===== config.mk =====
export PLATFORM = sky130hd
export DESIGN_NAME = array_update_arbiter
export DESIGN_NICKNAME = d
export VERILOG_FILES = /design/src/rtl/array_update_arbiter.sv
export SDC_FILE = /design/constraint.sdc
export NUM_CORES = 1
export LEC_CHECK = 0
export ABC_AREA = 1
export CAP_MARGIN = 20
export CORE_ASPECT_RATIO = 0.9
export CORE_MARGIN = 5
export CORE_UTILIZATION = 30
export DETAILED_ROUTE_END_ITERATION = 7
export SYNTH_ARGS = -nofsm -noshare
export SYNTH_HDL_FRONTEND = slang
export SYNTH_SLANG_ARGS = --single-unit

===== constraint.sdc =====
create_clock -name clk -period 8.2 [get_ports clk]
set_clock_uncertainty 0.2 [all_clocks]
set_input_delay 0.82 -clock clk [delete_from_list [all_inputs] [get_ports clk]]
set_output_delay 0.82 -clock clk [all_outputs]
set_load 0.01 [all_outputs]

===== src/rtl/array_update_arbiter.sv =====
// Round-robin arbiter sharing one array-update write port among NUM_REQ requesters.
// Optional ARRAY_UPDATE_OOB_ERR_EN adds sticky out-of-range error reporting (oob_err, oob_src).
module array_update_arbiter #(
    parameter int NUM_REQ   = 4,
    parameter int NUM_ELEMS = 4,
    parameter int ELEM_W    = 33,
    parameter int IDX_W     = 32,
    localparam int SRC_W    = $clog2(NUM_REQ)
) (
    input  logic                          clk,
    input  logic                          rst,
    input  logic                          stall,
    input  logic [NUM_REQ-1:0]            req_valid,
    output logic [NUM_REQ-1:0]            req_ready,
    input  logic [NUM_REQ*IDX_W-1:0]      req_index,
    input  logic [NUM_REQ*ELEM_W-1:0]     req_value,
    output logic [NUM_ELEMS*ELEM_W-1:0]   arr_out,
    output logic                          upd_valid,
`ifdef ARRAY_UPDATE_OOB_ERR_EN
    output logic [SRC_W-1:0]              upd_src,
    output logic                          oob_err,
    output logic [SRC_W-1:0]              oob_src
`else
    output logic [SRC_W-1:0]              upd_src
`endif
);

    logic [SRC_W-1:0]  rr_ptr;
    logic              found;
    logic [SRC_W-1:0]  grant_idx;
    logic [IDX_W-1:0]  sel_index;
    logic [ELEM_W-1:0] sel_value;

    logic              s1_valid;
    logic [IDX_W-1:0]  s1_index;
    logic [ELEM_W-1:0] s1_value;
    logic [SRC_W-1:0]  s1_src;
    logic              s1_in_range;

    logic [ELEM_W-1:0] arr [NUM_ELEMS];

    // Two passes give the wrap-around scan: pointer upward first, then the indices below it.
    always_comb begin
        found     = 1'b0;
        grant_idx = '0;
        req_ready = '0;
        sel_index = '0;
        sel_value = '0;
        if (!rst && !stall) begin
            for (int i = 0; i < NUM_REQ; i++) begin
                if (!found && req_valid[i] && (i >= int'(rr_ptr))) begin
                    found     = 1'b1;
                    grant_idx = SRC_W'(i);
                end
            end
            for (int i = 0; i < NUM_REQ; i++) begin
                if (!found && req_valid[i] && (i < int'(rr_ptr))) begin
                    found     = 1'b1;
                    grant_idx = SRC_W'(i);
                end
            end
        end
        for (int i = 0; i < NUM_REQ; i++) begin
            if (found && (grant_idx == SRC_W'(i))) begin
                req_ready[i] = 1'b1;
                sel_index    = req_index[i*IDX_W +: IDX_W];
                sel_value    = req_value[i*ELEM_W +: ELEM_W];
            end
        end
    end

    // Full-width compare so any stray high index bit is out of range.
    assign s1_in_range = (s1_index < IDX_W'(NUM_ELEMS));

    always_ff @(posedge clk or posedge rst) begin
        if (rst) begin
            rr_ptr   <= '0;
            s1_valid <= 1'b0;
            s1_index <= '0;
            s1_value <= '0;
            s1_src   <= '0;
            for (int k = 0; k < NUM_ELEMS; k++) begin
                arr[k] <= '0;
            end
        end else begin
            s1_valid <= found;
            if (found) begin
                rr_ptr   <= (grant_idx == SRC_W'(NUM_REQ - 1)) ? '0 : grant_idx + SRC_W'(1);
                s1_index <= sel_index;
                s1_value <= sel_value;
                s1_src   <= grant_idx;
            end
            if (s1_valid && s1_in_range) begin
                for (int k = 0; k < NUM_ELEMS; k++) begin
                    if (s1_index == IDX_W'(k)) begin
                        arr[k] <= s1_value;
                    end
                end
            end
        end
    end

    genvar gk;
    generate
        for (gk = 0; gk < NUM_ELEMS; gk++) begin : g_pack
            assign arr_out[gk*ELEM_W +: ELEM_W] = arr[gk];
        end
    endgenerate

    assign upd_valid = s1_valid;
    assign upd_src   = s1_valid ? s1_src : '0;

`ifdef ARRAY_UPDATE_OOB_ERR_EN
    logic             oob_flag;
    logic [SRC_W-1:0] oob_src_q;
    logic             oob_now;

    assign oob_now = s1_valid && !s1_in_range;

    always_ff @(posedge clk or posedge rst) begin
        if (rst) begin
            oob_flag  <= 1'b0;
            oob_src_q <= '0;
        end else if (oob_now && !oob_flag) begin
            oob_flag  <= 1'b1;
            oob_src_q <= s1_src;
        end
    end

    // The flag must read 1 in the same cycle the offending update is applied.
    assign oob_err = oob_flag | oob_now;
    assign oob_src = oob_flag ? oob_src_q : (oob_now ? s1_src : '0);
`endif

endmodule


; ---- Yosys cells after proc, flatten, opt, wreduce, memory -nomap -nowiden
; Index checks and enable logic that the tools add are counted.
; Widths: inputs -> output; s select.
[word_totals]
out_inout_bits = 139
in_bits = 267
register_bits = 202
[classes]
n_mux = 35
reduce_logical = 32
eq_ne = 6
order_cmp = 7
add_sub_neg = 1
[ops]
columns = cell, n
row1 = $mux 33, 4
row2 = $mux 32, 4
row3 = $eq 32x2->1 const B, 2
row4 = $eq 32x1->1 const B, 1
row5 = $logic_not 32->1, 1
row6 = $lt 32x3->1 const B, 1
row7 = $mux 1, 19
row8 = $logic_and 1x1->1, 18
row9 = $mux 2, 8
row10 = $logic_not 1->1, 8
row11 = $reduce_and 2->1, 4
row12 = $eq 2x2->1 const B, 2
row13 = $ge 1x2->1 const A, 2
row14 = $lt 1x2->1 const A, 2
row15 = $add 2x1->2 const B, 1
row16 = $eq 2x1->1 const B, 1
row17 = $ge 2x2->1 const A, 1
row18 = $logic_not 2->1, 1
row19 = $lt 2x2->1 const A, 1

; ---- Longest topological paths before layout
; Gate-level depths: netlist of run 1.
[logic_depth]
ltp_word = 39
mapped_depth = 18
mapped_depth_nobuf = 16

; ---- Least setup slack after synthesis of run 1
; No wires, ideal clock.
[synth_path]
kind = input-to-output
from = in rst
to = out req_ready[1]
stages = 10
path_buffers = 4
t_arrival_ps = 2464
slack_ps = 4716
required_time_ps = 7180
path_cell_list = nor2_1 -> buf_2 -> buf_1 -> nand2_1 -> inv_1 -> ha_1 -> buf_2 -> inv_1 -> nor2_4 -> buf_4
[synth_between]
elab_chain_cells = 6
[synth_rtl]
columns = item, line
row1 = "start, declared", 11  ; input logic rst,
row2 = $logic_not 1->1 (no line), --
row3 = $logic_and 1x1->1, 49  ; if (!rst && !stall) begin
row4 = $mux 2, 49
row5 = net grant_idx[0], 30  ; logic [SRC_W-1:0] grant_idx;
row6 = $eq 2x1->1, 64  ; if (found && (grant_idx == SRC_W'(i))) begin
row7 = $logic_and 1x1->1, 64
row8 = $mux 1, 64
row9 = "end, declared", 14  ; output logic [NUM_REQ-1:0] req_ready,
; The timed path passes the listed nets, and every way through them passes these cells.

; ---- Worst setup path after layout of run 1
[layout_path]
from = in rst
to = out req_ready[3]
[layout_between]
elab_chain_cells = 6
[layout_rtl]
columns = item, line
row1 = $logic_not 1->1 (no line), --
row2 = $logic_and 1x1->1, 49
row3 = $mux 2, 49
row4 = net grant_idx[0], 30
row5 = $eq 2x2->1, 64
row6 = $logic_and 1x1->1, 64
row7 = $mux 1, 64
; The timed path passes the listed nets, and every way through them passes these cells.

==> results of run 1 <==
==> routing by layer <==
metal | vias up | routed length, um
li1 | 6260 | -
met1 | 6007 | 20970
met2 | 450 | 21340
met3 | 67 | 4100
met4 | 12 | 1034
met5 | - | 79
==> worst max path at each step <==
| stage | from | end | slack (ns) | cells after the start |
|---|---|---|---|---|
| 6_report | rst | req_ready[3] | 2.74 | 8 |
| 5_1_grt | rst | req_ready[3] | 2.43 | 8 |
| 4_1_cts | rst | req_ready[3] | 2.70 | 8 |
| 3_5_place_dp | rst | req_ready[3] | 2.71 | 8 |
| 3_3_place_gp | rst | req_ready[3] | 2.77 | 8 |
| 2_1_floorplan | rst | arr_out[0]$_DFFE_PP0P_ | 1.67 | 1 |
==> layout by cell type, fill, tap and decap left out, types with 3 or more instances in the layout <==
master           instances
clkdlybuf4s50_1        405
dfrtp_1                200
nand3_1                 30
clkbuf_1                 8
nand4_1                289
inv_1                  168
nor4_1                   4
nand2_1                708
nand3_2                  4
clkbuf_16               24
buf_4                   15
nor2_4                   4
inv_2                    3
a21oi_1                 15
nor2_1                 156
clkinv_2                 5
o21ai_0                  8
==> power by group through the flow <==
stage / Clock, mW / Sequential [mW] / Combinational (mW)
finish: 0.968 / 1.13 / 0.525
detailed placement: 0 / 1.14 / 0.525
global route: 1.03 / 1.13 / 0.583
floorplan: 0 / 1.12 / 0.267
CTS: 0.998 / 1.12 / 0.527
global placement: 0 / 1.14 / 0.521
==> final cells by class <==
type	count	area share
antenna	1	0.0001482
timing repair buffer	423	0.2512
tap	532	0.03942
sequential	202	0.2995
multi-input combinational	1230	0.3292
clock inverter	6	0.002594
inverter	173	0.03898
clock buffer	34	0.03898
==> kinds of logic after synthesis <==
kind of cell	synth area share
buf+inv	0.1115
flops	0.4242
compound gates	0.01187
simple gates	0.4482
fa+ha+maj	0.004200
==> metrics by stage <==
stage               cells  cell area (um2)    util
floorplan            1755            11920       -
global placement     2557            16110  0.4091
detailed placement   2558            16130  0.4096
CTS                  2598            16830  0.4274
global route         2600            16880  0.4288
finish               2601            16880  0.4289
==> sequential cells by signal (all words and copies together) (netlist names) <==
name and cells:
upd_valid 1, s1_src 2, rr_ptr 2, s1_index 32, s1_value 33, arr_out 132
==> tightest hold or removal path: cells and delay by family (launching register included) <==
family	cells	cell delay (ns)
DFF	1	0.34
and+or+nand+nor	2	0.09
==> results.md, run 1 <==
* Synth Flop Type: dfrtp_1
* Post-synth top cells: nand2_1 (708), nand4_1 (289), dfrtp_1 (202)
* Critical path type: in -> out
* Synth cell types at 25
* Cell count after synthesis at 1,755
* Core area at 0.03937 mm2
* Fin crit share at 0.6657
* Clock root buffer: clkbuf_16
* FF+latch area at 0.005057 mm2
* Slew margin rel. at 0.3339
* Lkg Pwr at 8.861 nW
* Buffer count from post-CTS setup fixing at 0
* EDFF count, synth at 0
* Met1 Use GR at 0.2892
* Worst Hold End: arr_out[31]$_DFFE_PP0P_
* Fmax at 0.1832 GHz
* Die ar. at 0.04381 mm2
* # DRC at 0
* Final hold vios at 0
* Min-Delay Path Class: reg -> reg
* Share of post-route cells with drive strength above 1 at 0.03530
* Htree depth at 1
* Worst-path clk slew at 0.05 ns
* Largest cells by area after synthesis: dfrtp_1 (42%), nand2_1 (22%), nand4_1 (15%), inv_1 (5.4%), nor2_1 (4.9%)
* Logic pwr share at 0.201
* Top-count cell post-synth: nand2_1
* Crit end category: output port
* GR Util All Layers at 0.2083
* Number of antenna violations at the first check in global routing at 6
* Area grow syn2layout at 41.69%
* Reg2reg end: arr_out[41]$_DFFE_PP0P_
* Slew Limit Fails at 0
* YS warnings at 0
* Largest net degree at the start of global routing at 124
* Hold Path Cell Cnt at 2
* Slowest CP cell: nor2_4
* Sw frac at 0.3004
* CP cell instances: clkdlybuf4s50_1 > nor2_4 > nand2_1 > inv_1 > ha_1 > clkinv_2 > nor2_2 > clkdlybuf4s50_1
* Seq cells post-synth at 202
* GR Layer Usage met3 at 0.06181
* Routed Antenna Nets at 0
* Max cap viols at 0
* Pwr Total at 2.620 mW
* Post-layout worst setup margin at 2.741 ns
* Post-synthesis async set-or-reset flop share at 1.000
* Seq/Total Area, Yosys at 0.4242
* R2R Path Start: s1_index[31]$_DFFE_PP0P_
* Vias post-DR at 12,800
* Unrepaired setup endpoints after global routing: no
* CTS max path bufs at 3
* Most used cell, CP: clkdlybuf4s50_1
* CTS tree: yes
* M2 GR Usage at 0.3242
* Crit path max-delay family: simple AND/OR/NAND/NOR gates
* Worst-Margin Slew at 0.9992 ns
* Critical Path AT at 4.44 ns
* Reg power frac at 0.430
* NetSw at 787.0 uW
* Top-area cell type share of the netlist area at 0.4242
* Setup TNS at 0 ns
* Clock Sink Count at 202
* Max incr delay on CP at 0.84 ns
* P_int at 1.833 mW
* Ports at 406
* Multi-input gate area at 0.005558 mm2
* Syn avg cell area at 6.790 um2
* Die Ht at 199.1 um
* Hold path startpoint: arr_out[31]$_DFFE_PP0P_
* Final setup viols at 0
* Crit path time final at 5.459 ns
* CTS Buf Count at 24
* Clk_lat worst skew at 0.52 ns
* Count of input and output buffers at 405
* PD cells at 155.1 mW/mm2
* First-pass detailed-route iteration total at 5
* Status: complete, no violations
* WL/cell at 18.27 um
* Leading area contributor after synthesis: dfrtp_1
* Routed wire length at 47,520 um
* HPWL after DPL at 33,840 um
* Final-stage net count at 2,325
* CP bufs+invs at 4
* Vias per std cell at 4.920
* Total global routing overflow at 0
* Post-CTS Hold Buffers at 0
* Vias in the first global route at 12,360
* Pre-CTS WS at 2.710 ns
* Placer Congestion at 0.9230
* Chip width at 220.1 um
* Fill cells at 4,102
* Hold WS at 0.2654 ns
* Most crowded layer after global routing: met2
* Site Rows at 69
* CTS resizes at 0
* R2R setup slack at 4.23 ns
* Syn nets at 2,026
* Critical Path Start Type: input pin
* Clk network pwr share at 0.369
* Crit path max fanout at 43
* Peak supply drop at 144.1 uV
* Mapped Area at 0.01192 mm2
* Initial drt markers at 1,014
* First-pass GRT wire length at 72,390 um
* Cells on worst reg2reg path at 8
* Initial Utilization at 0.3027
* Required time of the worst setup path at 7.18 ns
Power figures use the tool's default switching activity.
==> inputs of run 2 (changes only) <==
==> constraint.sdc (replaced) <==
create_clock -name clk -period 5.3 [get_ports clk]
set_clock_uncertainty 0.2 [all_clocks]
set_input_delay 0.53 -clock clk [delete_from_list [all_inputs] [get_ports clk]]
set_output_delay 0.53 -clock clk [all_outputs]
set_load 0.01 [all_outputs]
==> run 2 against run 1 <==
Against the previous run: final area increased by 0.39%; via count increased by 0.57%; non-clock buffer count increased by 1; core utilization increased by 0.17 points; count of clock-buffer cells in the layout increased by 6; register-to-register slack got worse by 2.7 ns; die area unchanged; final cell count increased by 0.27%; first-iteration DRC count increased by 5.9%; global-route usage decreased by 0.17 points; clock power increased by 67%; largest power group unchanged.
==> results.md, run 2 (synthesis results as in run 1) <==
* Status: complete, no violations
* Hold path startpoint: arr_out[32]$_DFFE_PP0P_
* Fin crit share at 0.7917
* CTS Buf Count at 24
* Slew margin rel. at 0.3643
* Clock Sink Count at 202
* WL/cell at 17.99 um
* PD cells at 246.2 mW/mm2
* Required time of the worst setup path at 4.57 ns
* Most common cell after layout, fill and taps aside: nand2_1
* Min-Delay Path Class: reg -> reg
* Critical path type: in -> out
* Slew Limit Fails at 0
* CTS tree: yes
* GR Util All Layers at 0.2066
* Worst Hold End: arr_out[32]$_DFFE_PP0P_
* Fin util at 0.4306
* Max cap viols at 0
* R2R Path Start: rr_ptr[1]$_DFFE_PP0P_
* Total global routing overflow at 0
* Crit path time final at 4.196 ns
* Largest net degree at the start of global routing at 141
* Share of post-route cells with drive strength above 1 at 0.03668
* Number of antenna violations at the first check in global routing at 9
* # placed instances at 2,560
* Fmax at 0.2383 GHz
* Post-layout worst setup margin at 1.104 ns
* Lkg Pwr at 8.883 nW
* Buffer count from post-CTS setup fixing at 0
* # DRC at 0
* First-pass GRT wire length at 72,240 um
* Vias in the first global route at 12,430
* Placer Congestion at 0.9317
* Routed Antenna Nets at 0
* R2R setup slack at 1.58 ns
* Final hold vios at 0
* Count of input and output buffers at 405
* Area grow syn2layout at 42.25%
* Vias per std cell at 4.934
* Clk_lat worst skew at 0.52 ns
* Unrepaired setup endpoints after global routing: no
* Initial drt markers at 1,074
* Critical Path Start Type: input pin
* Core area at 0.03937 mm2
* Crit path max fanout at 69
* Critical Path AT at 3.47 ns
* Post-CTS Hold Buffers at 0
* Post-route cell area at 0.01695 mm2
* Vias post-DR at 12,870
* Cells on worst reg2reg path at 15
* Peak supply drop at 174.0 uV
* Hold Path Cell Cnt at 2
* Layout Cells excl Fill at 2,608
* Htree depth at 1
* Pre-CTS WS at 0.9855 ns
* Crit end category: output port
* CTS max path bufs at 3
* Max reg flops at 132
* Reg2reg end: s1_index[13]$_DFFE_PP0P_
* CTS resizes at 0
* Site Rows at 69
* Worst-Margin Slew at 0.9535 ns
* Worst-path clk slew at 0.06 ns
* Cell Area, Placed at 0.01614 mm2
* HPWL after DPL at 33,260 um
* Initial Utilization at 0.3027
* Die Ht at 199.1 um
* Die ar. at 0.04381 mm2
* Ports at 406
* Routed wire length at 46,930 um
* Hold WS at 0.2671 ns
* Final setup viols at 0
* Setup TNS at 0 ns
* Pwr Total at 4.174 mW
* First-pass detailed-route iteration total at 7
* Final-stage net count at 2,326
* Chip width at 220.1 um
* Clock root buffer: clkbuf_16
* Most frequent cells in the layout: nand2_1 (708), clkdlybuf4s50_1 (405), nand4_1 (289)
==> run 2: cell count changes in the layout (fill, tap and decap cells not counted), moves of 2 or more <==
cell      delta
buf_16       -2
buf_4        +2
clkbuf_8     +5
clkinv_2     -4
diode_2      +3
==> run 2: power breakdown <==
part           leakage (nW)  internal [mW]  switching, mW
clock                 0.378          0.983          0.641
sequential             2.77           1.63          0.108
combinational          5.73          0.339          0.469
total                  8.88           2.95           1.22
==> run 2: worst max-delay path: stages <==
cell             delay, ns
clkdlybuf4s50_1       0.63
nor2_4                0.07
buf_4                 0.33
nand2_1               0.27
ha_4                  0.49
inv_1                 0.16
nor2_4                0.35
clkdlybuf4s50_1       0.62
==> run 2: worst max-delay path by stage <==
stage	start	to	slack [ns]
after global placement	rst	req_ready[1]	1.12
after global routing	rst	req_ready[1]	0.90
final	rst	req_ready[1]	1.10
after detailed placement	rst	s1_index[13]$_DFFE_PP0P_	0.99
after CTS	rst	req_ready[1]	1.08
after floorplan	rst	arr_out[0]$_DFFE_PP0P_	1.95
==> run 2: cell type report <==
| cell class | count | area, um2 |
|---|---|---|
| diodes | 4 | 10.01 |
| clock buffers | 40 | 730.7 |
| clock inverters | 3 | 53.80 |
| fillers | 4157 | 22420 |
| inverters | 173 | 654.4 |
| multi-input cells | 1230 | 5558 |
| flip-flops and latches | 202 | 5057 |
| well taps | 532 | 665.6 |
| repair buffers | 424 | 4222 |
==> run 2: layer usage <==
layer,GRT usage,part of all wire
met2,0.3280,0.45
met4,0.04645,0.024
met5,0,0.0020
met3,0.05545,0.082
met1,0.2845,0.44
